**src/rtl/agen_pipe_pkg.sv**
```systemverilog
// Shared types and helpers for the pipelined address generation unit.
package agen_pipe_pkg;

    // Default configuration widths for bus-level wrappers that use the structs below.
    localparam int unsigned AGEN_AWID = 52;
    localparam int unsigned AGEN_TAGW = 5;
    localparam int unsigned AGEN_SCW  = 2;

    typedef enum logic [1:0] {
        AM_DISP    = 2'b00,
        AM_INDEX   = 2'b01,
        AM_POSTINC = 2'b10,
        AM_PREDEC  = 2'b11
    } agen_mode_e;

    typedef struct packed {
        agen_mode_e            mode;
        logic [1:0]            size;
        logic [AGEN_SCW-1:0]   scale;
        logic [AGEN_AWID-1:0]  src1;
        logic [AGEN_AWID-1:0]  src2;
        logic [AGEN_AWID-1:0]  src3;
        logic [AGEN_AWID-1:0]  lim;
        logic [AGEN_TAGW-1:0]  tag;
    } agen_req_t;

    typedef struct packed {
        logic [AGEN_AWID-1:0]  ma;
        logic [AGEN_AWID-1:0]  wb;
        logic                  wb_en;
        logic                  misalign;
        logic                  limit;
        logic [AGEN_TAGW-1:0]  tag;
    } agen_rsp_t;

    // Access size in bytes from its log2 encoding (1, 2, 4, 8).
    function automatic logic [3:0] agen_size_bytes(input logic [1:0] size);
        return 4'd1 << size;
    endfunction

endpackage

```
**src/rtl/agen_ea_calc.sv**
```systemverilog
// Combinational effective-address and base-writeback calculation for one AGEN channel.
module agen_ea_calc
    import agen_pipe_pkg::*;
#(
    parameter int unsigned AWID = 52,
    parameter int unsigned SCW  = 2
) (
    input  logic [1:0]      mode_i,
    input  logic [1:0]      size_i,
    input  logic [SCW-1:0]  scale_i,
    input  logic [AWID-1:0] src1_i,
    input  logic [AWID-1:0] src2_i,
    input  logic [AWID-1:0] src3_i,
    output logic [AWID-1:0] ma_o,
    output logic [AWID-1:0] wb_o,
    output logic            wb_en_o
);

    logic [AWID-1:0] w_sz;

    // Mode decode; all arithmetic wraps modulo 2^AWID. wb is zero for non-modify modes.
    always_comb begin
        w_sz    = AWID'(agen_size_bytes(size_i));
        ma_o    = '0;
        wb_o    = '0;
        wb_en_o = mode_i[1];
        unique case (agen_mode_e'(mode_i))
            AM_DISP:    ma_o = src1_i + src2_i;
            AM_INDEX:   ma_o = src2_i + (src3_i << scale_i);
            AM_POSTINC: begin
                ma_o = src1_i;
                wb_o = src1_i + w_sz;
            end
            AM_PREDEC:  begin
                ma_o = src1_i - w_sz;
                wb_o = src1_i - w_sz;
            end
            default:    ;
        endcase
    end

endmodule

```
**src/rtl/agen_pipe.sv**
```systemverilog
// Two-stage pipelined address generation unit with valid/ready handshake and flush.
module agen_pipe
    import agen_pipe_pkg::*;
#(
    parameter int unsigned AWID      = 52,
    parameter int unsigned TAGW      = 5,
    parameter int unsigned SCW       = 2,
    parameter bit          ALIGN_CHK = 1'b1
) (
    input  logic            clk_i,
    input  logic            rst_ni,
    input  logic            flush_i,
    input  logic            in_valid_i,
    output logic            in_ready_o,
    input  logic [1:0]      mode_i,
    input  logic [1:0]      size_i,
    input  logic [SCW-1:0]  scale_i,
    input  logic [AWID-1:0] src1_i,
    input  logic [AWID-1:0] src2_i,
    input  logic [AWID-1:0] src3_i,
    input  logic [AWID-1:0] lim_i,
    input  logic [TAGW-1:0] tag_i,
    output logic            out_valid_o,
    input  logic            out_ready_i,
    output logic [AWID-1:0] ma_o,
    output logic [AWID-1:0] wb_o,
    output logic            wb_en_o,
    output logic            misalign_o,
    output logic            limit_o,
    output logic [TAGW-1:0] tag_o,
    output logic            idle_o
);

    localparam int unsigned EW = AWID + 1;

    // S1 state
    logic            r_s1_valid;
    logic [AWID-1:0] r_s1_ma;
    logic [AWID-1:0] r_s1_wb;
    logic            r_s1_wb_en;
    logic [1:0]      r_s1_size;
    logic [AWID-1:0] r_s1_lim;
    logic [TAGW-1:0] r_s1_tag;

    // S2 state (drives the outputs directly)
    logic            r_s2_valid;
    logic [AWID-1:0] r_s2_ma;
    logic [AWID-1:0] r_s2_wb;
    logic            r_s2_wb_en;
    logic            r_s2_misalign;
    logic            r_s2_limit;
    logic [TAGW-1:0] r_s2_tag;

    logic            w_s1_ready;
    logic            w_s2_ready;
    logic            w_in_fire;
    logic            w_s1_adv;
    logic [AWID-1:0] w_ea_ma;
    logic [AWID-1:0] w_ea_wb;
    logic            w_ea_wb_en;
    logic [AWID-1:0] w_s2_sz;
    logic [EW-1:0]   w_s2_end;
    logic            w_s2_misalign;
    logic            w_s2_limit;

    assign w_s2_ready = !r_s2_valid | out_ready_i;
    assign w_s1_ready = !r_s1_valid | w_s2_ready;
    assign in_ready_o = w_s1_ready;

    // Flush suppresses every data movement on its edge.
    assign w_in_fire = in_valid_i & w_s1_ready & !flush_i;
    assign w_s1_adv  = r_s1_valid & w_s2_ready & !flush_i;

    agen_ea_calc #(
        .AWID (AWID),
        .SCW  (SCW)
    ) u_ea_calc (
        .mode_i  (mode_i),
        .size_i  (size_i),
        .scale_i (scale_i),
        .src1_i  (src1_i),
        .src2_i  (src2_i),
        .src3_i  (src3_i),
        .ma_o    (w_ea_ma),
        .wb_o    (w_ea_wb),
        .wb_en_o (w_ea_wb_en)
    );

    // S2 checks: one extra bit on the end address so a carry out reads as over the limit.
    assign w_s2_sz       = AWID'(agen_size_bytes(r_s1_size));
    assign w_s2_misalign = ALIGN_CHK && ((r_s1_ma & (w_s2_sz - AWID'(1))) != '0);
    assign w_s2_end      = {1'b0, r_s1_ma} + {1'b0, w_s2_sz} - EW'(1);
    assign w_s2_limit    = w_s2_end > {1'b0, r_s1_lim};

    // S1 register: capture a new op when the stage can accept it.
    always_ff @(posedge clk_i or negedge rst_ni) begin
        if (!rst_ni) begin
            r_s1_valid <= 1'b0;
            r_s1_ma    <= '0;
            r_s1_wb    <= '0;
            r_s1_wb_en <= 1'b0;
            r_s1_size  <= '0;
            r_s1_lim   <= '0;
            r_s1_tag   <= '0;
        end else begin
            if (flush_i) begin
                r_s1_valid <= 1'b0;
            end else if (w_s1_ready) begin
                r_s1_valid <= in_valid_i;
            end
            if (w_in_fire) begin
                r_s1_ma    <= w_ea_ma;
                r_s1_wb    <= w_ea_wb;
                r_s1_wb_en <= w_ea_wb_en;
                r_s1_size  <= size_i;
                r_s1_lim   <= lim_i;
                r_s1_tag   <= tag_i;
            end
        end
    end

    // S2 register: take S1's op with its fault flags; hold everything while stalled.
    always_ff @(posedge clk_i or negedge rst_ni) begin
        if (!rst_ni) begin
            r_s2_valid    <= 1'b0;
            r_s2_ma       <= '0;
            r_s2_wb       <= '0;
            r_s2_wb_en    <= 1'b0;
            r_s2_misalign <= 1'b0;
            r_s2_limit    <= 1'b0;
            r_s2_tag      <= '0;
        end else begin
            if (flush_i) begin
                r_s2_valid <= 1'b0;
            end else if (w_s2_ready) begin
                r_s2_valid <= r_s1_valid;
            end
            if (w_s1_adv) begin
                r_s2_ma       <= r_s1_ma;
                r_s2_wb       <= r_s1_wb;
                r_s2_wb_en    <= r_s1_wb_en;
                r_s2_misalign <= w_s2_misalign;
                r_s2_limit    <= w_s2_limit;
                r_s2_tag      <= r_s1_tag;
            end
        end
    end

    assign out_valid_o = r_s2_valid;
    assign ma_o        = r_s2_ma;
    assign wb_o        = r_s2_wb;
    assign wb_en_o     = r_s2_wb_en;
    assign misalign_o  = r_s2_misalign;
    assign limit_o     = r_s2_limit;
    assign tag_o       = r_s2_tag;
    assign idle_o      = !r_s1_valid & !r_s2_valid;

endmodule

```
**config.mk**
```make
export PLATFORM = sky130hd
export DESIGN_NAME = agen_pipe
export DESIGN_NICKNAME = d
export VERILOG_FILES = /design/src/rtl/agen_pipe_pkg.sv /design/src/rtl/agen_ea_calc.sv /design/src/rtl/agen_pipe.sv
export SDC_FILE = /design/constraint.sdc
export NUM_CORES = 1
export LEC_CHECK = 0
export BUFFER_PORTS_ARGS = -buffer_cell sky130_fd_sc_hd__buf_2
export CORE_UTILIZATION = 50
export DETAILED_ROUTE_END_ITERATION = 7
export PLACE_DENSITY = 0.79
export RECOVER_POWER = 50
export SETUP_SLACK_MARGIN = 0.05
export SYNTH_ARGS = -nofsm -noshare
export SYNTH_HDL_FRONTEND = slang
export SYNTH_SLANG_ARGS = --single-unit
```
**constraint.sdc**
```tcl
create_clock -name clk_i -period 14.4 [get_ports clk_i]
set_input_delay 0.72 -clock clk_i [delete_from_list [all_inputs] [get_ports clk_i]]
set_output_delay 0.72 -clock clk_i [all_outputs]
set_load 0.01 [all_outputs]
```
==> flow_metrics.env, run 1 <==
export IMPL_period_share_pct=43.09
export IMPL_cts_tree="yes"
export IMPL_fmax_ghz=0.1611
export IMPL_fin_tns_setup_ns=0
export IMPL_grt_ovfl_total=0
export IMPL_synthArstFlopShare_pct=100.0
export IMPL_switchingPower_mw=1.350
export IMPL_outcome="complete, but fails checks"
export IMPL_start_util_pct=50.67
export IMPL_synth_edf_count=0
export IMPL_pin_count=339
export IMPL_wire_per_inst_um=20.92
export IMPL_synth_net_count=2949
export IMPL_fin_skew_ns=0.01049
export IMPL_start_kind="input pin"
export IMPL_numCtsBuffers=31
export IMPL_final_util_pct=57.38
export IMPL_drt_pass1_iter_count=5
export IMPL_synth_area_top_cells="dfrtp_1, ha_1, mux2_2, o21ai_0, nand2_1"
export IMPL_p_comb_share_pct=45.4
export IMPL_slowest_stage="clkbuf_1"
export IMPL_synth_main_ff_cell="dfrtp_1"
export IMPL_cp_max_fo=117
export IMPL_final_cells=3402
export IMPL_clkPwrFrac_pct=23.7
export IMPL_power_mw=3.395
export IMPL_violations="max-capacitance violations, max-slew violations"
export IMPL_slew_violations=118
export IMPL_grt_setup_unrepaired="no"
export IMPL_postCtsSetupRepairBufs=0
export IMPL_route_detailed_drc=0
export IMPL_ys_ff_latch=278
export IMPL_synth_warnings=0
export IMPL_drt_wl_total_um=71160
export IMPL_drtAntennaViolNets=0
export IMPL_pwr_share_seq_pct=30.9
export IMPL_clkLatencyLatePin_ns=0.59
export IMPL_fp_coreArea_um2=42980
export IMPL_clock_path_buffers=3
export IMPL_worstPathRequired_ns=13.51
export IMPL_synth_seq_area_share_pct=31.94
export IMPL_grt_pass1_wl_um=108200
export IMPL_syn_inst=2554
export IMPL_place_area_um2=23780
export IMPL_hold_buffers=0
export IMPL_crit_arrival_ns=5.31
export IMPL_synth_top_area_share_pct=31.94
export IMPL_hold_path_class="input pin to flop"
export IMPL_syn_to_final_growth_pct=13.26
export IMPL_dpl_hpwl_um=55760
export IMPL_worstRegToRegCells=25
export IMPL_post_cts_resized=0
export IMPL_htree_levels=1
export IMPL_slowest_delay_ns=4.39
export IMPL_grt_pass1_vias=19419
export IMPL_vdd_drop_max_mv=0.1083
export IMPL_p_int_mw=2.045
export IMPL_hp_start="tag_i[4]"
export IMPL_clkTransAtPathRegs_ns=0.06
export IMPL_grt_usage_pct=31.14
export IMPL_cp_num_buf_inv=1
export IMPL_tightestPinTransition_ns=6.456
export IMPL_endpoint_kind="asynchronous set/reset pin"
export IMPL_first_iter_violations=1748
export IMPL_cap_viol_max_count=1
export IMPL_crit_type="input pin to asynchronous set/reset pin"
export IMPL_hold_end="r_s1_tag[4]"
export IMPL_min_period_ns=6.206
export IMPL_holdPathStages=3
export IMPL_gp_congestion=1.037
export IMPL_nets=3188
export IMPL_grt_max_degree=163
export IMPL_dp_slack_ns=8.511
export IMPL_place_inst=3345
export IMPL_reg2reg_slack_ns=8.47
export IMPL_via_count=20238
export IMPL_portBuffers=338
export IMPL_setup_viol=0
export IMPL_relSlewSlack_pct=-330.4
export IMPL_die_h_um=210.7
export IMPL_netSwitchingFraction_pct=39.76
export IMPL_fin_area_um2=24660
export IMPL_finalHoldViolCount=0
export IMPL_antenna_found_initial=1
export IMPL_synth_area_um2=21780
export IMPL_power_density_nw_per_um2=137.7
export IMPL_cp_cell_sequence="clkbuf_1"
export IMPL_die_area_um2=44390
export IMPL_reg2reg_to="limit_o"
export IMPL_p_leak_nw=11.36
export IMPL_drive_gt1_share_pct=17.54
export IMPL_synth_area_per_cell_um2=8.527
export IMPL_cts_sinks=278
export IMPL_path_delay_family="buffers and inverters"
export IMPL_synth_cell_types=81
export IMPL_root_buffer="clkbuf_16"
export IMPL_synth_largest_area_cell="dfrtp_1"
export IMPL_fin_hold_ws_ns=0.3216
export IMPL_via_per_inst=5.949
export IMPL_fin_ws_ns=8.194
export IMPL_rows=76
export IMPL_r2r_start="r_s1_size[1]"
export IMPL_die_x_um=210.7
## final cells by class
type | instances | area, um^2
Fill cell | 4018 | 18320
Multi-Input combinational cell | 1985 | 13730
Sequential cell | 278 | 6957
Timing Repair Buffer | 351 | 1669
Clock buffer | 42 | 877.1
Tap cell | 585 | 732.0
Inverter | 146 | 548.0
Clock inverter | 14 | 148.9
Antenna cell | 1 | 2.502
## logic make-up (layout without fill, tap and decap cells)
logic type                 Yosys count  after routing  share of synthesized area, %
and+or+nand+nor                    733            733                         15.92
DFF                                278            278                         31.94
AOI/OAI and AO/OA                  697            697                         19.28
buffers and inverters              291            553                         5.062
other                                0              1                             0
adders and majority gates          171            171                         9.963
xor gates and xnor gates           185            185                         7.440
muxes                              199            199                         10.40
## worst min-delay path, delay by kind of cell
family	cells	cell delay, ns
buffers and inverters	1	0.07
and+or+nand+nor	2	0.08
## synthesized netlist by cell type, types with 68 or more instances
master    instances
nand2_1         320
clkbuf_1        131
a21oi_1         177
o21ai_0         255
xor2_1           85
inv_1           144
a21o_1           68
nor2_1          151
ha_1            167
dfrtp_1         278
mux2_2          158
xnor2_1         100
## power groups by stage
| stage | Combinational [mW] | Clock (mW) | Sequential [mW] |
|---|---|---|---|
| floorplan | 1.04 | 0 | 1.06 |
| global placement | 1.50 | 0 | 1.05 |
| detailed placement | 1.54 | 0 | 1.06 |
| CTS | 1.55 | 0.815 | 1.05 |
| global route | 1.70 | 0.846 | 1.07 |
| finish | 1.54 | 0.803 | 1.05 |
## registers in the layout, summed over array words and instances, names as in the netlist
signal and cells:
r_s1_tag 5, wb_en_o 1, wb_o 52, r_s1_size 2, out_valid_o 1, r_s1_ma 52, r_s1_wb 52, r_s1_wb_en 1
tag_o 5, misalign_o 1, r_s1_valid 1, ma_o 52, r_s1_lim 52, limit_o 1
## layer usage
| metal | up-vias | track usage, % | share of wire, % |
|---|---|---|---|
| li1 | 9527 | - | - |
| met1 | 9838 | 41.11 | 42 |
| met2 | 756 | 53.64 | 49 |
| met3 | 117 | 3.420 | 6.1 |
| met4 | 0 | 9.245 | 3.0 |
| met5 | - | 0 | 0 |
## worst max path at each step
stage	startpoint	end	slack, ns	cells past startpoint
finish	rst_ni	r_s1_ma[20]	8.19	1
CTS	r_s1_size[1]	limit_o	8.54	25
global placement	scale_i[0]	r_s1_ma[45]	8.61	17
floorplan	r_s1_size[1]	limit_o	9.38	25
global route	rst_ni	r_s1_ma[20]	6.84	1
detailed placement	scale_i[0]	r_s1_ma[45]	8.51	17
## placed cells by master (no fill, tap or decap), types with 9 or more instances in the layout
master / netlist / final
dfrtp_1: 278 / 278
a21oi_1: 177 / 177
o21ai_0: 255 / 255
a31oi_1: 25 / 25
clkbuf_1: 131 / 111
nor4_1: 13 / 13
buf_4: 0 / 12
and2_1: 11 / 11
nor3_1: 31 / 31
nand2_1: 320 / 319
o21bai_1: 17 / 17
and4_1: 9 / 9
nand4_1: 36 / 36
xnor2_1: 100 / 100
a211oi_1: 22 / 22
nor2_1: 151 / 151
o211ai_1: 30 / 30
inv_1: 144 / 144
mux2_2: 158 / 158
nand2b_1: 23 / 23
ha_1: 167 / 167
mux2i_1: 35 / 35
nand3_1: 41 / 41
xor2_1: 85 / 85
or4_1: 9 / 9
and3_1: 27 / 27
o21a_1: 10 / 10
clkbuf_16: 0 / 31
nor2b_1: 22 / 22
o31ai_1: 15 / 15
buf_2: 2 / 232
a21o_1: 68 / 68
No activity file was read; power rests on OpenSTA's default activity.
==> run 2, diff against run 1 <==
Settings changed: ABC_AREA set to 1, PLACE_DENSITY 0.79 to 0.78.
Clock period 14.4 ns to 6.3 ns, I/O delays scaled along.
==> run 2 against run 1 <==
  * The flow finishes with violations (negative hold slack, max-capacitance violations, max-slew violations)
  * Combinational power grew to 2.5 times the previous value
  * Via count grew 38%
  * Non-clock buffer count grew 65
  * Sequential share of layout area shrank 3.6 points
  * Final cell count grew 41%
  * Sequential power grew 120%
  * Highest routed layer unchanged
  * Synthesized cell count grew 49%
  * Critical path depth grew 6
  * Critical endpoint is now r_s1_wb[48]
  * Worst hold slack lost 0.32 ns
==> flow_metrics.env, run 2 <==
export IMPL_outcome="complete, but fails checks"
export IMPL_violations="negative hold slack, max-capacitance violations, max-slew violations"
export IMPL_n_fill_cell=4771
export IMPL_die_h_um=223.8
export IMPL_start_util_pct=51.11
export IMPL_endpoint_kind="flop"
export IMPL_layout_common_cells="nand2_1, inv_1, nor2_1, o21ai_0, dfrtp_1"
export IMPL_nets=4515
export IMPL_hold_buffers=60
export IMPL_synth_seq_area_share_pct=28.27
export IMPL_clkLatencyLatePin_ns=0.59
export IMPL_pin_count=339
export IMPL_critPathLaunch="out_valid_o"
export IMPL_synth_common_cells="nand2_1, inv_1, nor2_1, o21ai_0, dfrtp_1"
export IMPL_crit_type="flop to flop"
export IMPL_synthMostInstantiatedCell="nand2_1"
export IMPL_place_area_um2=26740
export IMPL_vdd_drop_max_mv=0.2230
export IMPL_root_buffer="clkbuf_16"
export IMPL_power_density_nw_per_um2=289.1
export IMPL_drt_pass1_iter_count=8
export IMPL_via_count=27955
export IMPL_tightestPinTransition_ns=3.951
export IMPL_via_per_inst=5.820
export IMPL_drt_wl_total_um=108400
export IMPL_r2r_start="out_valid_o"
export IMPL_min_period_ns=4.922
export IMPL_dpl_hpwl_um=86380
export IMPL_ys_ff_latch=278
export IMPL_start_kind="flop"
export IMPL_cts_sinks=278
export IMPL_fin_tns_setup_ns=0
export IMPL_grt_usage_pct=42.47
export IMPL_synth_area_top_cells="dfrtp_1, nand2_1, ha_1, inv_1, o21ai_0"
export IMPL_grt_max_degree=107
export IMPL_worstRegToRegCells=7
export IMPL_synth_net_count=4195
export IMPL_hold_path_class="input pin to flop"
export IMPL_cts_tree="yes"
export IMPL_synth_area_per_cell_um2=6.475
export IMPL_gp_congestion=1.052
export IMPL_htree_levels=1
export IMPL_die_x_um=223.8
export IMPL_clock_path_buffers=3
export IMPL_fin_area_um2=28260
export IMPL_final_common_cell="nand2_1"
export IMPL_dp_slack_ns=1.927
export IMPL_post_cts_resized=0
export IMPL_synth_area_um2=24610
export IMPL_antenna_found_initial=4
export IMPL_postCtsSetupRepairBufs=0
export IMPL_fin_ws_ns=1.378
export IMPL_fin_skew_ns=0.01386
export IMPL_route_detailed_drc=0
export IMPL_die_area_um2=50100
export IMPL_drtAntennaViolNets=0
export IMPL_numCtsBuffers=31
export IMPL_worstPathRequired_ns=6.77
export IMPL_first_iter_violations=3324
export IMPL_fmax_ghz=0.2032
export IMPL_slew_violations=239
export IMPL_synthArstFlopShare_pct=100.0
export IMPL_wire_per_inst_um=22.57
export IMPL_path_depth=7
export IMPL_period_share_pct=78.12
export IMPL_cp_num_buf_inv=2
export IMPL_slowest_stage="clkbuf_1"
export IMPL_fp_coreArea_um2=48150
export IMPL_final_cells=4803
export IMPL_p_leak_nw=13.61
export IMPL_synth_edf_count=0
export IMPL_synth_main_ff_cell="dfrtp_1"
export IMPL_crit_arrival_ns=5.39
export IMPL_relSlewSlack_pct=-163.4
export IMPL_fin_hold_ws_ns=-0.001857
export IMPL_cp_max_fo=70
export IMPL_synth_top_area_share_pct=28.27
export IMPL_grt_pass1_vias=25885
export IMPL_syn_to_final_growth_pct=14.86
export IMPL_grt_pass1_wl_um=159200
export IMPL_portBuffers=338
export IMPL_syn_inst=3800
export IMPL_synth_cell_types=63
export IMPL_reg2reg_slack_ns=1.38
export IMPL_cp_cell_sequence="inv_1 > nor2_1 > nand2_1 > nand2_1 > clkbuf_1 > a21oi_1 > a21o_1"
export IMPL_synth_warnings=0
export IMPL_synth_largest_area_cell="dfrtp_1"
export IMPL_clkTransAtPathRegs_ns=0.06
export IMPL_grt_setup_unrepaired="no"
export IMPL_reg2reg_to="r_s1_wb[48]"
export IMPL_slowest_delay_ns=2.72
export IMPL_final_util_pct=58.70
export IMPL_rows=80
export IMPL_cap_viol_max_count=4
export IMPL_critPathMostFrequentCell="nand2_1"
export IMPL_power_mw=8.170
export IMPL_drive_gt1_share_pct=10.21
export IMPL_grt_ovfl_total=0
export IMPL_place_inst=4683
export IMPL_setup_viol=0
export IMPL_finalHoldViolCount=1
export IMPL_path_delay_family="buffers and inverters"
export IMPL_crit_end="r_s1_wb[48]"
==> run 2: cell count changes in the layout (fill, tap and decap cells not counted), sizes merged, moves of 54 or more <==
cell / change
nor2: +267
xnor2: -81
nand3: +128
dlygate4sd3: +60
nand2: +677
a21oi: +74
mux2: -158
a21o: -54
o21ai: +172
inv: +397
==> run 2: per-layer routing <==
metal	track usage (%)	vias to the layer above	share of wire, %
li1	-	13082	-
met3	7.017	270	10
met2	63.38	1654	42
met4	21.63	0	5.9
met1	59.14	12949	42
met5	0	-	0
==> run 2: worst min-delay path by stage <==
stage                startpoint      endpoint  cells past startpoint
floorplan                rst_ni       limit_o                      0
finish              out_ready_i   out_valid_o                      4
global route        out_ready_i   out_valid_o                      4
global placement         rst_ni      tag_o[2]                      1
detailed placement       rst_ni      wb_o[43]                      1
CTS                   size_i[1]  r_s1_size[1]                      3
==> run 2: cells by family after synthesis <==
group,Yosys count,share of synthesized area (%)
and+or+nand+nor,1742,30.08
AOI/OAI and AO/OA,857,19.48
buffers and inverters,673,10.54
DFF,278,28.27
adders and majority gates,171,8.817
xor gates and xnor gates,79,2.812
==> run 2: where the power goes <==
group | switching, mW | internal, mW | total [mW]
clock network | 0.817 | 1.13 | 1.94
logic | 2.57 | 1.32 | 3.89
registers | 0.230 | 2.11 | 2.34
==> run 2: tightest hold or removal path: stages <==
cell and delay (ns):
buf_2 0.08, nor2_1 0.04, inv_1 0.06, a21oi_1 0.06
==> run 2: layout make-up <==
class                      count  area, um^2  share of cell area (%)
inverter                     544        2047                   7.243
clock inverter                17       197.7                  0.6995
clock buffer                  41       893.4                   3.161
tap                          656       820.8                   2.904
sequential                   278        6957                   24.61
antenna                        2       5.005                 0.01771
multi-input combinational   2849       15070                   53.31
timing repair buffer         416        2275                   8.049
